## config.mk

```make
export PLATFORM = sky130hd
export DESIGN_NAME = sum8_arbiter_flat
export DESIGN_NICKNAME = d
export VERILOG_FILES = /design/src/rtl/sum8_arbiter_pkg.sv /design/src/rtl/sum8_arbiter_if.sv /design/src/rtl/sum8_tag_pipe.sv /design/src/rtl/sum8_arbiter.sv /design/src/flat_wrapper.sv
export SDC_FILE = /design/constraint.sdc
export NUM_CORES = 1
export LEC_CHECK = 0
export BUFFER_PORTS_ARGS = -buffer_cell sky130_fd_sc_hd__buf_2
export CORE_AREA = 3 3 534 536
export DETAILED_ROUTE_END_ITERATION = 12
export DIE_AREA = 0 0 537 539
export GPL_ROUTABILITY_DRIVEN = 0
export GPL_TIMING_DRIVEN = 0
export PLACE_DENSITY = 0.3
export SYNTH_ARGS = -nofsm -noshare
export SYNTH_HDL_FRONTEND = slang
export SYNTH_HIERARCHICAL = 1
export SYNTH_SLANG_ARGS = --single-unit
export TNS_END_PERCENT = 50
```

## constraint.sdc

```tcl
create_clock -name clk -period 2.9 [get_ports clk]
set_input_delay 0.29 -clock clk [delete_from_list [all_inputs] [get_ports clk]]
set_output_delay 0.29 -clock clk [all_outputs]
set_load 0.1 [all_outputs]
```

## src/rtl/sum8_arbiter_pkg.sv

```systemverilog
// Shared types and constants for the sum_8 adder-tree arbiter.
// Holds the FSM state encoding and the in-flight tag entry layout.
package sum8_arbiter_pkg;

    localparam int FP_W          = 32;
    localparam int BEAT_W        = 256;
    localparam int TREE_LAT_SUM8 = 4;
    localparam int TAG_ID_W      = 3;

    typedef enum logic {
        ST_IDLE = 1'b0,
        ST_LOCK = 1'b1
    } arb_state_e;

    // Wide enough for the largest supported lane count; narrower IDs are zero-extended.
    typedef struct packed {
        logic                valid;
        logic [TAG_ID_W-1:0] id;
        logic                last;
    } tag_t;

endpackage

```

## src/rtl/sum8_arbiter_if.sv

```systemverilog
// Requester, adder-tree and response signals of the sum_8 arbiter.
// The arbiter uses the slave modport; the lanes/tree side uses master.
interface sum8_arbiter_if
    import sum8_arbiter_pkg::*;
#(
    parameter int NUM_REQ = 4,
    parameter int ID_W    = 2
);
    logic [NUM_REQ-1:0]        req_valid;
    logic [NUM_REQ-1:0]        req_last;
    logic [NUM_REQ*BEAT_W-1:0] req_data;
    logic [NUM_REQ-1:0]        req_ready;
    logic                      tree_in_valid;
    logic [BEAT_W-1:0]         tree_in_data;
    logic                      tree_out_valid;
    logic [FP_W-1:0]           tree_out_data;
    logic                      rsp_valid;
    logic [ID_W-1:0]           rsp_id;
    logic [FP_W-1:0]           rsp_data;
    logic                      rsp_last;
    logic                      err_tag;

    modport slave (
        input  req_valid, req_last, req_data, tree_out_valid, tree_out_data,
        output req_ready, tree_in_valid, tree_in_data,
        output rsp_valid, rsp_id, rsp_data, rsp_last, err_tag
    );

    modport master (
        output req_valid, req_last, req_data, tree_out_valid, tree_out_data,
        input  req_ready, tree_in_valid, tree_in_data,
        input  rsp_valid, rsp_id, rsp_data, rsp_last, err_tag
    );
endinterface

```

## src/rtl/sum8_tag_pipe.sv

```systemverilog
// Requester-tag delay line matched to the sum_8 latency; returns each tree
// result to its issuer and flags any tag/valid disagreement (sticky).
module sum8_tag_pipe
    import sum8_arbiter_pkg::*;
#(
    parameter int TREE_LAT = TREE_LAT_SUM8,
    parameter int ID_W     = 2
) (
    input  logic            clk,
    input  logic            rst,
    input  tag_t            tag_in,
    input  logic            tree_out_valid,
    input  logic [FP_W-1:0] tree_out_data,
    output logic            rsp_valid,
    output logic [ID_W-1:0] rsp_id,
    output logic [FP_W-1:0] rsp_data,
    output logic            rsp_last,
    output logic            err_tag
);
    tag_t tag_p [TREE_LAT];

    always_ff @(posedge clk) begin
        if (!rst) begin
            for (int i = 0; i < TREE_LAT; i++) tag_p[i] <= '0;
            rsp_valid <= 1'b0;
            rsp_id    <= '0;
            rsp_data  <= '0;
            rsp_last  <= 1'b0;
            err_tag   <= 1'b0;
        end else begin
            // tag stages: entry 0 trails the issue register by one cycle
            tag_p[0] <= tag_in;
            for (int i = 1; i < TREE_LAT; i++) tag_p[i] <= tag_p[i-1];
            // response stage: a missing tree result still returns, with zero data
            rsp_valid <= tag_p[TREE_LAT-1].valid;
            if (tag_p[TREE_LAT-1].valid) begin
                rsp_id   <= tag_p[TREE_LAT-1].id[ID_W-1:0];
                rsp_last <= tag_p[TREE_LAT-1].last;
                rsp_data <= tree_out_valid ? tree_out_data : '0;
            end
            if (tag_p[TREE_LAT-1].valid != tree_out_valid) err_tag <= 1'b1;
        end
    end
endmodule

```

## src/rtl/sum8_arbiter.sv

```systemverilog
// Round-robin/packet-lock scheduler sharing one sum_8 adder tree across lanes.
// Optional per-lane beat and stall counters: define SUM8_ARB_PERF_EN.
module sum8_arbiter
    import sum8_arbiter_pkg::*;
#(
    parameter int NUM_REQ  = 4,
    parameter int TREE_LAT = TREE_LAT_SUM8,
    parameter int ID_W     = 2
) (
    input  logic                 clk,
    input  logic                 rst,
    sum8_arbiter_if.slave        bus
`ifdef SUM8_ARB_PERF_EN
    ,
    output logic [NUM_REQ*16-1:0] perf_beats,
    output logic [15:0]           perf_stall
`endif
);
    arb_state_e        state_q;
    logic [ID_W-1:0]   ptr_q;
    logic [ID_W-1:0]   owner_q;
    logic [ID_W-1:0]   grant_id;
    logic              grant_vld;
    logic [BEAT_W-1:0] lane_data [NUM_REQ];

    logic              issue_vld_p0;
    logic [ID_W-1:0]   issue_id_p0;
    logic              issue_last_p0;
    logic [BEAT_W-1:0] issue_data_p0;
    tag_t              issue_tag_p0;

    function automatic logic [ID_W-1:0] wrap_inc(input logic [ID_W-1:0] id);
        return (int'(id) == NUM_REQ - 1) ? '0 : id + ID_W'(1);
    endfunction

    always_comb begin
        for (int k = 0; k < NUM_REQ; k++) lane_data[k] = bus.req_data[k*BEAT_W +: BEAT_W];
    end

    // Scan downward so the lane closest to ptr (lowest offset) wins last.
    always_comb begin
        int              idx;
        logic [ID_W-1:0] cand;
        idx       = 0;
        cand      = '0;
        grant_id  = ptr_q;
        grant_vld = 1'b0;
        if (state_q == ST_LOCK) begin
            grant_id  = owner_q;
            grant_vld = bus.req_valid[owner_q];
        end else begin
            for (int i = NUM_REQ - 1; i >= 0; i--) begin
                idx = int'(ptr_q) + i;
                if (idx >= NUM_REQ) idx = idx - NUM_REQ;
                cand = ID_W'(idx);
                if (bus.req_valid[cand]) begin
                    grant_id  = cand;
                    grant_vld = 1'b1;
                end
            end
        end
        if (!rst) grant_vld = 1'b0;
    end

    assign bus.req_ready = grant_vld ? (NUM_REQ'(1) << grant_id) : '0;

    always_ff @(posedge clk) begin
        if (!rst) begin
            state_q <= ST_IDLE;
            ptr_q   <= '0;
            owner_q <= '0;
        end else if (grant_vld) begin
            if (bus.req_last[grant_id]) begin
                state_q <= ST_IDLE;
                ptr_q   <= wrap_inc(grant_id);
            end else begin
                state_q <= ST_LOCK;
                owner_q <= grant_id;
            end
        end
    end

    // issue stage: data and tag enter the tree and tag pipe together
    always_ff @(posedge clk) begin
        if (!rst) begin
            issue_vld_p0  <= 1'b0;
            issue_id_p0   <= '0;
            issue_last_p0 <= 1'b0;
            issue_data_p0 <= '0;
        end else begin
            issue_vld_p0 <= grant_vld;
            if (grant_vld) begin
                issue_id_p0   <= grant_id;
                issue_last_p0 <= bus.req_last[grant_id];
                issue_data_p0 <= lane_data[grant_id];
            end
        end
    end

    assign bus.tree_in_valid = issue_vld_p0;
    assign bus.tree_in_data  = issue_data_p0;
    assign issue_tag_p0      = '{valid: issue_vld_p0, id: TAG_ID_W'(issue_id_p0), last: issue_last_p0};

    sum8_tag_pipe #(
        .TREE_LAT (TREE_LAT),
        .ID_W     (ID_W)
    ) u_tag_pipe (
        .clk            (clk),
        .rst            (rst),
        .tag_in         (issue_tag_p0),
        .tree_out_valid (bus.tree_out_valid),
        .tree_out_data  (bus.tree_out_data),
        .rsp_valid      (bus.rsp_valid),
        .rsp_id         (bus.rsp_id),
        .rsp_data       (bus.rsp_data),
        .rsp_last       (bus.rsp_last),
        .err_tag        (bus.err_tag)
    );

`ifdef SUM8_ARB_PERF_EN
    logic [15:0] beats_q [NUM_REQ];
    logic [15:0] stall_q;

    function automatic logic [15:0] sat_inc16(input logic [15:0] v);
        return (v == 16'hFFFF) ? v : v + 16'd1;
    endfunction

    always_ff @(posedge clk) begin
        if (!rst) begin
            for (int k = 0; k < NUM_REQ; k++) beats_q[k] <= '0;
            stall_q <= '0;
        end else begin
            if (grant_vld) beats_q[grant_id] <= sat_inc16(beats_q[grant_id]);
            if (|bus.req_valid && !grant_vld) stall_q <= sat_inc16(stall_q);
        end
    end

    always_comb begin
        perf_beats = '0;
        for (int k = 0; k < NUM_REQ; k++) perf_beats[k*16 +: 16] = beats_q[k];
    end
    assign perf_stall = stall_q;
`endif
endmodule

```

## src/flat_wrapper.sv

```systemverilog
// flat-port wrapper written by rule: the top's interface ports become plain ports
module sum8_arbiter_flat import sum8_arbiter_pkg::*;
#(
    parameter int NUM_REQ  = 4,
    parameter int TREE_LAT = TREE_LAT_SUM8,
    parameter int ID_W     = 2
)
  (clk, rst, bus_req_valid, bus_req_last, bus_req_data, bus_tree_out_valid, bus_tree_out_data, bus_req_ready, bus_tree_in_valid, bus_tree_in_data, bus_rsp_valid, bus_rsp_id, bus_rsp_data, bus_rsp_last, bus_err_tag);
  sum8_arbiter_if #(.NUM_REQ(NUM_REQ), .ID_W(ID_W)) bus_i ();
  input  logic clk;
  input  logic rst;
  input wire logic [$bits(bus_i.req_valid)-1:0] bus_req_valid;
  input wire logic [$bits(bus_i.req_last)-1:0] bus_req_last;
  input wire logic [$bits(bus_i.req_data)-1:0] bus_req_data;
  input wire logic [$bits(bus_i.tree_out_valid)-1:0] bus_tree_out_valid;
  input wire logic [$bits(bus_i.tree_out_data)-1:0] bus_tree_out_data;
  output wire logic [$bits(bus_i.req_ready)-1:0] bus_req_ready;
  output wire logic [$bits(bus_i.tree_in_valid)-1:0] bus_tree_in_valid;
  output wire logic [$bits(bus_i.tree_in_data)-1:0] bus_tree_in_data;
  output wire logic [$bits(bus_i.rsp_valid)-1:0] bus_rsp_valid;
  output wire logic [$bits(bus_i.rsp_id)-1:0] bus_rsp_id;
  output wire logic [$bits(bus_i.rsp_data)-1:0] bus_rsp_data;
  output wire logic [$bits(bus_i.rsp_last)-1:0] bus_rsp_last;
  output wire logic [$bits(bus_i.err_tag)-1:0] bus_err_tag;
  assign bus_i.req_valid = bus_req_valid;
  assign bus_i.req_last = bus_req_last;
  assign bus_i.req_data = bus_req_data;
  assign bus_i.tree_out_valid = bus_tree_out_valid;
  assign bus_i.tree_out_data = bus_tree_out_data;
  assign bus_req_ready = bus_i.req_ready;
  assign bus_tree_in_valid = bus_i.tree_in_valid;
  assign bus_tree_in_data = bus_i.tree_in_data;
  assign bus_rsp_valid = bus_i.rsp_valid;
  assign bus_rsp_id = bus_i.rsp_id;
  assign bus_rsp_data = bus_i.rsp_data;
  assign bus_rsp_last = bus_i.rsp_last;
  assign bus_err_tag = bus_i.err_tag;
  sum8_arbiter #(.NUM_REQ(NUM_REQ), .TREE_LAT(TREE_LAT), .ID_W(ID_W)) u_core (.clk(clk), .rst(rst), .bus(bus_i));
endmodule
```

======== Word-level counts from Yosys, hierarchy flattened ========
Memories as Yosys holds them, arrays and structs flattened.
Cells that the tools add are included.
W data, S select, Z words.
word-level totals
  word-level logic and storage cells ...... 87
  memory bits (writable) .................. 20
  bits in registers ....................... 302
  memory bits (read-only) ................. 0
  bits of input ports ..................... 1067
  memories ................................ 1
  latch bits .............................. 0
memory list
  memory                   words  width  rd ports  clocked after memory_dff  write ports  line                 text
  u_core.u_tag_pipe.tag_p  4      5      4         0                         4            sum8_tag_pipe.sv:20  tag_t tag_p [TREE_LAT];
cells by class
  shift operators ......................... 1
  div/mod/pow operators ................... 0
  bitwise operators ....................... 6
  magnitude comparators ................... 11
  reductions and logical operators ........ 2
  equal/unequal tests ..................... 2
  add/subtract/negate cells ............... 8
  $mul .................................... 0
  multiplexer cells ....................... 44
operators by type and width
  operator               count
  $bmux W256 S2          1
  $mux W256              2
  $mux W32               1
  $mux W2                14
  $mux W5                4
  $lt A2 B3 Y1 const B   6
  $mux W1                15
  $bmux W1 S2            6
  $ge A3 B3 Y1 const B   4
  $sub A2 B1 Y2 const B  4
  $add A2 B2 Y3 const B  2
  $mux W4                1
  $or A1 B1 Y1           4
  $reduce_and A2 Y1      2
  $shl A1 B2 Y4 const A  1
  $add A2 B1 Y3 const B  1
  $ge A2 B3 Y1 const B   1
  $not A2 Y3             1
  $add A2 B1 Y2 const B  1
  $eq A2 B1 Y1 const B   1
  $ne A1 B1 Y1           1
  $not A1 Y1             1

======== Longest topological paths before layout ========
  depth in word-level cells ............... 15
  mapped depth ............................ 11

======== Hierarchy ========
The synthesis kept the hierarchy.
modules (own cells, without submodules)
  module         area an instance (um^2)  times used  cells an instance  seq. area each (um^2)
  sum8_arbiter   15588.7                  1           1517               5305.1
  sum8_tag_pipe  1961.9                   1           191                1061.0

======== Worst setup path after synthesis ========
Ideal clock, no wire load.
  path type ............................... reg2out
  start point ............................. register u_core.ptr_q[0]
  end point ............................... output port bus_req_ready[3]
  data arrival time ....................... 2.351 ns
  slack ................................... 0.259 ns
  cell stages (with the launch flop) ...... 11
  required time ........................... 2.610 ns
  buffers on the path ..................... 3
  path through ............................ dfxtp_1 and2b_4 nor3_2 o21ai_2 and2_4 buf_6 buf_6 buf_4 inv_2 ha_1 and2_1
on the way
  cells in the longest elaborated chain, start to end .. 13
  elaborated cells between the ends (all ways) .. 40
  those cells by class .................... 7 x add/sub; 4 x order compare; 1 x shift; 28 x mux
ends and longest elaborated chain
  element                                        line                text
  start, declared                                sum8_arbiter.sv:20  logic [ID_W-1:0] ptr_q;
  start signal, assigned                         sum8_arbiter.sv:75  ptr_q <= wrap_inc(grant_id);
  $add A2 B2 Y3                                  sum8_arbiter.sv:53  idx = int'(ptr_q) + i;
  $ge A3 B3 Y1 or $sub A2 B1 Y2 (tied branches)  sum8_arbiter.sv:54  if (idx >= NUM_REQ) idx = idx - NUM_REQ;
  $mux W2                                        sum8_arbiter.sv:54
  $mux W2                                        sum8_arbiter.sv:48  if (state_q == ST_LOCK) begin
  $bmux W1 S2                                    sum8_arbiter.sv:56  if (bus.req_valid[cand]) begin
  $mux W1 (not written as such)                  sum8_arbiter.sv:56
  $mux W2 (3 in series)                          sum8_arbiter.sv:56
  $mux W2 (*)                                    sum8_arbiter.sv:56
  $mux W2 (*)                                    sum8_arbiter.sv:48
  net u_core.grant_id[0]                         sum8_arbiter.sv:22  logic [ID_W-1:0] grant_id;
  $shl A1 B2 Y4 (*)                              sum8_arbiter.sv:65  assign bus.req_ready = grant_vld ? (NUM_REQ'(1) << grant_id) : '0;
  $mux W4 (*)                                    sum8_arbiter.sv:65
  end, declared                                  flat_wrapper.sv:17  output wire logic [$bits(bus_i.req_ready)-1:0] bus_req_ready;
The timed path passes the listed nets; every way through them passes the cells marked *. The select of a mux whose other input is x is not followed.

======== Final worst setup path ========
  start point ............................. register u_core.ptr_q[0]
  end point ............................... register u_core.issue_data_p0[163], in the netlist u_core/bus.tree_in_data[163]
on the way
  cells in the longest elaborated chain, start to end .. 15
  elaborated cells between the ends (all ways) .. 42
  those cells by class .................... 7 x add/sub; 4 x order compare; 30 x mux; 1 x bitwise
ends and longest elaborated chain
  element                                        line                text
  $add A2 B2 Y3                                  sum8_arbiter.sv:53
  $ge A3 B3 Y1 or $sub A2 B1 Y2 (tied branches)  sum8_arbiter.sv:54
  $mux W2                                        sum8_arbiter.sv:54
  $mux W2                                        sum8_arbiter.sv:48
  $bmux W1 S2                                    sum8_arbiter.sv:56
  $mux W1 (not written as such)                  sum8_arbiter.sv:56
  $mux W2 (4 in series)                          sum8_arbiter.sv:56
  $mux W2                                        sum8_arbiter.sv:48
  $not A2 Y3 (not written as such)               sum8_arbiter.sv:95  issue_data_p0 <= lane_data[grant_id];
  $bmux W256 S2                                  sum8_arbiter.sv:95
  $mux W256 (not written as such) (2 in series)  sum8_arbiter.sv:95
  end signal, assigned                           sum8_arbiter.sv:95
  end, declared                                  sum8_arbiter.sv:29  logic [BEAT_W-1:0] issue_data_p0;
Parallel ways exist; a longest one is shown, timed or not. The select of a mux whose other input is x is not followed.
A chain may end at the register's enable or synchronous reset.

==> flow_metrics.py <==
metrics = {
    "worst_setup_path": {
        "crit_chain": "and2b_4 -> nor3_4 -> o21ai_2 -> and2_4 -> buf_12 -> buf_12 -> clkbuf_4 -> mux2i_2 -> o221ai_1",
        "critical_path_required_ns": 3.43,
        "cp_top_family": "multiplexers",
        "path_class": "flop to flop",
        "crit_path_frequent_cell": "buf_12",
        "crit_fanout": 10,
        "cp_slowest_cell": "mux2i_2",
        "max_stage_delay_ns": 0.69,
        "end_kind": "flop",
        "start_kind": "flop",
        "path_buf_inv": 3,
        "crit_arrival_ns": 3.37,
    },
    "synth": {
        "synth.avg_cell_area_um2": 10.3,
        "syn-num-nets": 2778,
        "syn_area_um2": 17500,
        "yosys_warnings": 6,
        "synth_cells": 1707,
    },
    "worst_hold_path": {
        "hp-class": "input port to flop",
    },
    "global_route": {
        "grt-ovfl-total": 0,
        "grt_pass1_wl_um": 274000,
        "antenna_found_initial": 212,
        "gr-usage-all-layers": 0.146,
        "grt_pass1_vias": 26300,
        "grt_max_degree": 16,
    },
    "sta": {
        "drv_slew": 0,
        "hold_viol_final": 0,
        "tightest_slew_ns": 1.00,
        "skew_ns": 0.0283,
        "finalCritPeriodShare": 0.978,
        "finalCriticalPeriod_ns": 2.84,
        "grt_setup_unrepaired": "yes",
        "slew_headroom": 0.334,
        "holdWs_ns": 0.0397,
        "finalSetupViolCount": 0,
        "max_freq_ghz": 0.353,
    },
    "clock_network": {
        "cts.sinks": 318,
        "insertion_delay_ns": 0.71,
        "ctsLongestPathBuffers": 3,
        "cts_max_level": 2,
        "path_clk_slew_ns": 0.06,
        "cts_tree": "yes",
        "cts-root-buf": "clkbuf_16",
        "cts_buffers": 49,
    },
    "power_and_ir_drop": {
        "finalPower_uw": 27000,
        "power_density_nw_per_um2": 654,
        "leakagePower_uw": 0.0197,
        "ir_worst_vdd_mv": 0.459,
    },
    "routing": {
        "top_layer": "met5",
        "met2_length_um": 105000,
        "wirelength_um": 221000,
        "ant_nets": 0,
        "met3WireLength_um": 25800,
        "drt-met1-wl_um": 80600,
        "vias": 25600,
        "routed_via_density": 3.22,
        "drc_errors": 0,
        "wl_per_cell_um": 27.8,
        "first_iter_violations": 1415,
        "drt-pass1-iter-count": 5,
    },
    "layout": {
        "nFillCells": 32100,
        "nets": 5190,
        "syn_to_final_growth_pct": 135,
        "drive_above_1_share": 0.391,
        "finalInstanceArea_um2": 41200,
    },
    "place": {
        "place_area_um2": 29100,
        "place.port_buffers": 1363,
        "hpwl_um": 192000,
    },
    "floorplanning": {
        "dieHeight_um": 539,
        "io_pins": 1365,
        "die_w_um": 537,
        "std_cell_rows": 195,
        "initial_core_util": 0.0624,
        "core_um2": 281000,
        "dieArea_um2": 289000,
    },
    "status": {
        "status": "complete, no violations",
    },
    "job": {
        "drv_cap": 0,
    },
}
timing repair:
action / CTS / global route
endpoints found under the hold margin: 289 / 0
resized for setup: 65 / 30
endpoints found under the setup margin: 230 / 63
setup buffers: 6 / 3
pin swaps: 2 / 2
hold buffers: 986 / 0
per-stage QoR:
| stage | setup TNS [ns] | util | cells | setup WS, ns |
|---|---|---|---|---|
| after floorplan | 0 | - | 1707 | 0.259 |
| after global placement | -164.65 | 0.103 | 6813 | -1.42 |
| after detailed placement | -69.54 | 0.104 | 6817 | -0.883 |
| after CTS | -0.0292 | 0.146 | 7896 | -0.0175 |
| after global routing | -0.143 | 0.146 | 7940 | -0.0274 |
| final | 0 | 0.146 | 7956 | 0.0632 |
cell usage in the layout, fill, tap and decap left out, drive strengths merged, types with 3 or more instances in the layout:
master           n
clkbuf         123
bufinv           3
buf           1487
diode           57
ha               4
mux2i          519
o21ai            4
a21boi          32
a21oi            5
nand2          272
inv              6
nand2b          37
dlymetal6s4s     6
dfxtp          318
dlygate4sd3    980
and2            23
nand3           37
nor2b            6
clkinv           9
o221ai         257
registers in the layout, indices dropped and copies added, names as in the netlist:
register	cells
u_core/u_tag_pipe/rsp_data	32
u_core/owner_q	2
u_core/u_tag_pipe/err_tag	1
u_core/u_tag_pipe/rsp_last	1
u_core/u_tag_pipe/rsp_id	2
u_core/issue_id_p0	2
u_core/state_q	1
u_core/u_tag_pipe/tag_p	16
u_core/u_tag_pipe/rsp_valid	1
u_core/bus.tree_in_data	256
u_core/issue_last_p0	1
u_core/ptr_q	2
u_core/bus.tree_in_valid	1
power breakdown:
group          total (uW)  internal, uW  switching (uW)
clock network        6440          3700            2740
registers            5680          5180             498
logic               14800          4340           10500
worst paths after layout:
check | startpoint | to | slack, ns | cells past startpoint
max | u_core/ptr_q[0] | u_core/bus.tree_in_data[163] | 0.06 | 9
min | bus_req_data[191] | u_core/bus.tree_in_data[191] | 0.04 | 3
max reg2reg | u_core/ptr_q[0] | u_core/bus.tree_in_data[163] | 0.06 | 9
min reg2reg | u_core/u_tag_pipe/tag_p[2][4] | u_core/u_tag_pipe/tag_p[3][4] | 0.42 | 1
tightest hold or removal path, cell delays in order:
cell and delay, ns:
buf_2 0.09, mux2i_2 0.15, o221ai_1 0.20
final cells by class:
type | count | area [um2] | area share
multi-input cells | 1222 | 9800 | 0.238
clock inverters | 15 | 234 | 0.00568
clock buffers | 73 | 1440 | 0.0349
well taps | 3743 | 4680 | 0.114
inverters | 5 | 26.3 | 0.000638
diodes | 57 | 143 | 0.00346
flip-flops and latches | 318 | 6370 | 0.155
plain buffers | 161 | 1620 | 0.0393
repair buffers | 2362 | 16900 | 0.410
layer usage:
layer	track usage	vias up
met5	0	-
met4	0.0521	130
met3	0.0671	498
met2	0.249	1512
met1	0.156	12100
li1	-	11400
Note: power is estimated with default switching activity, not from simulation.
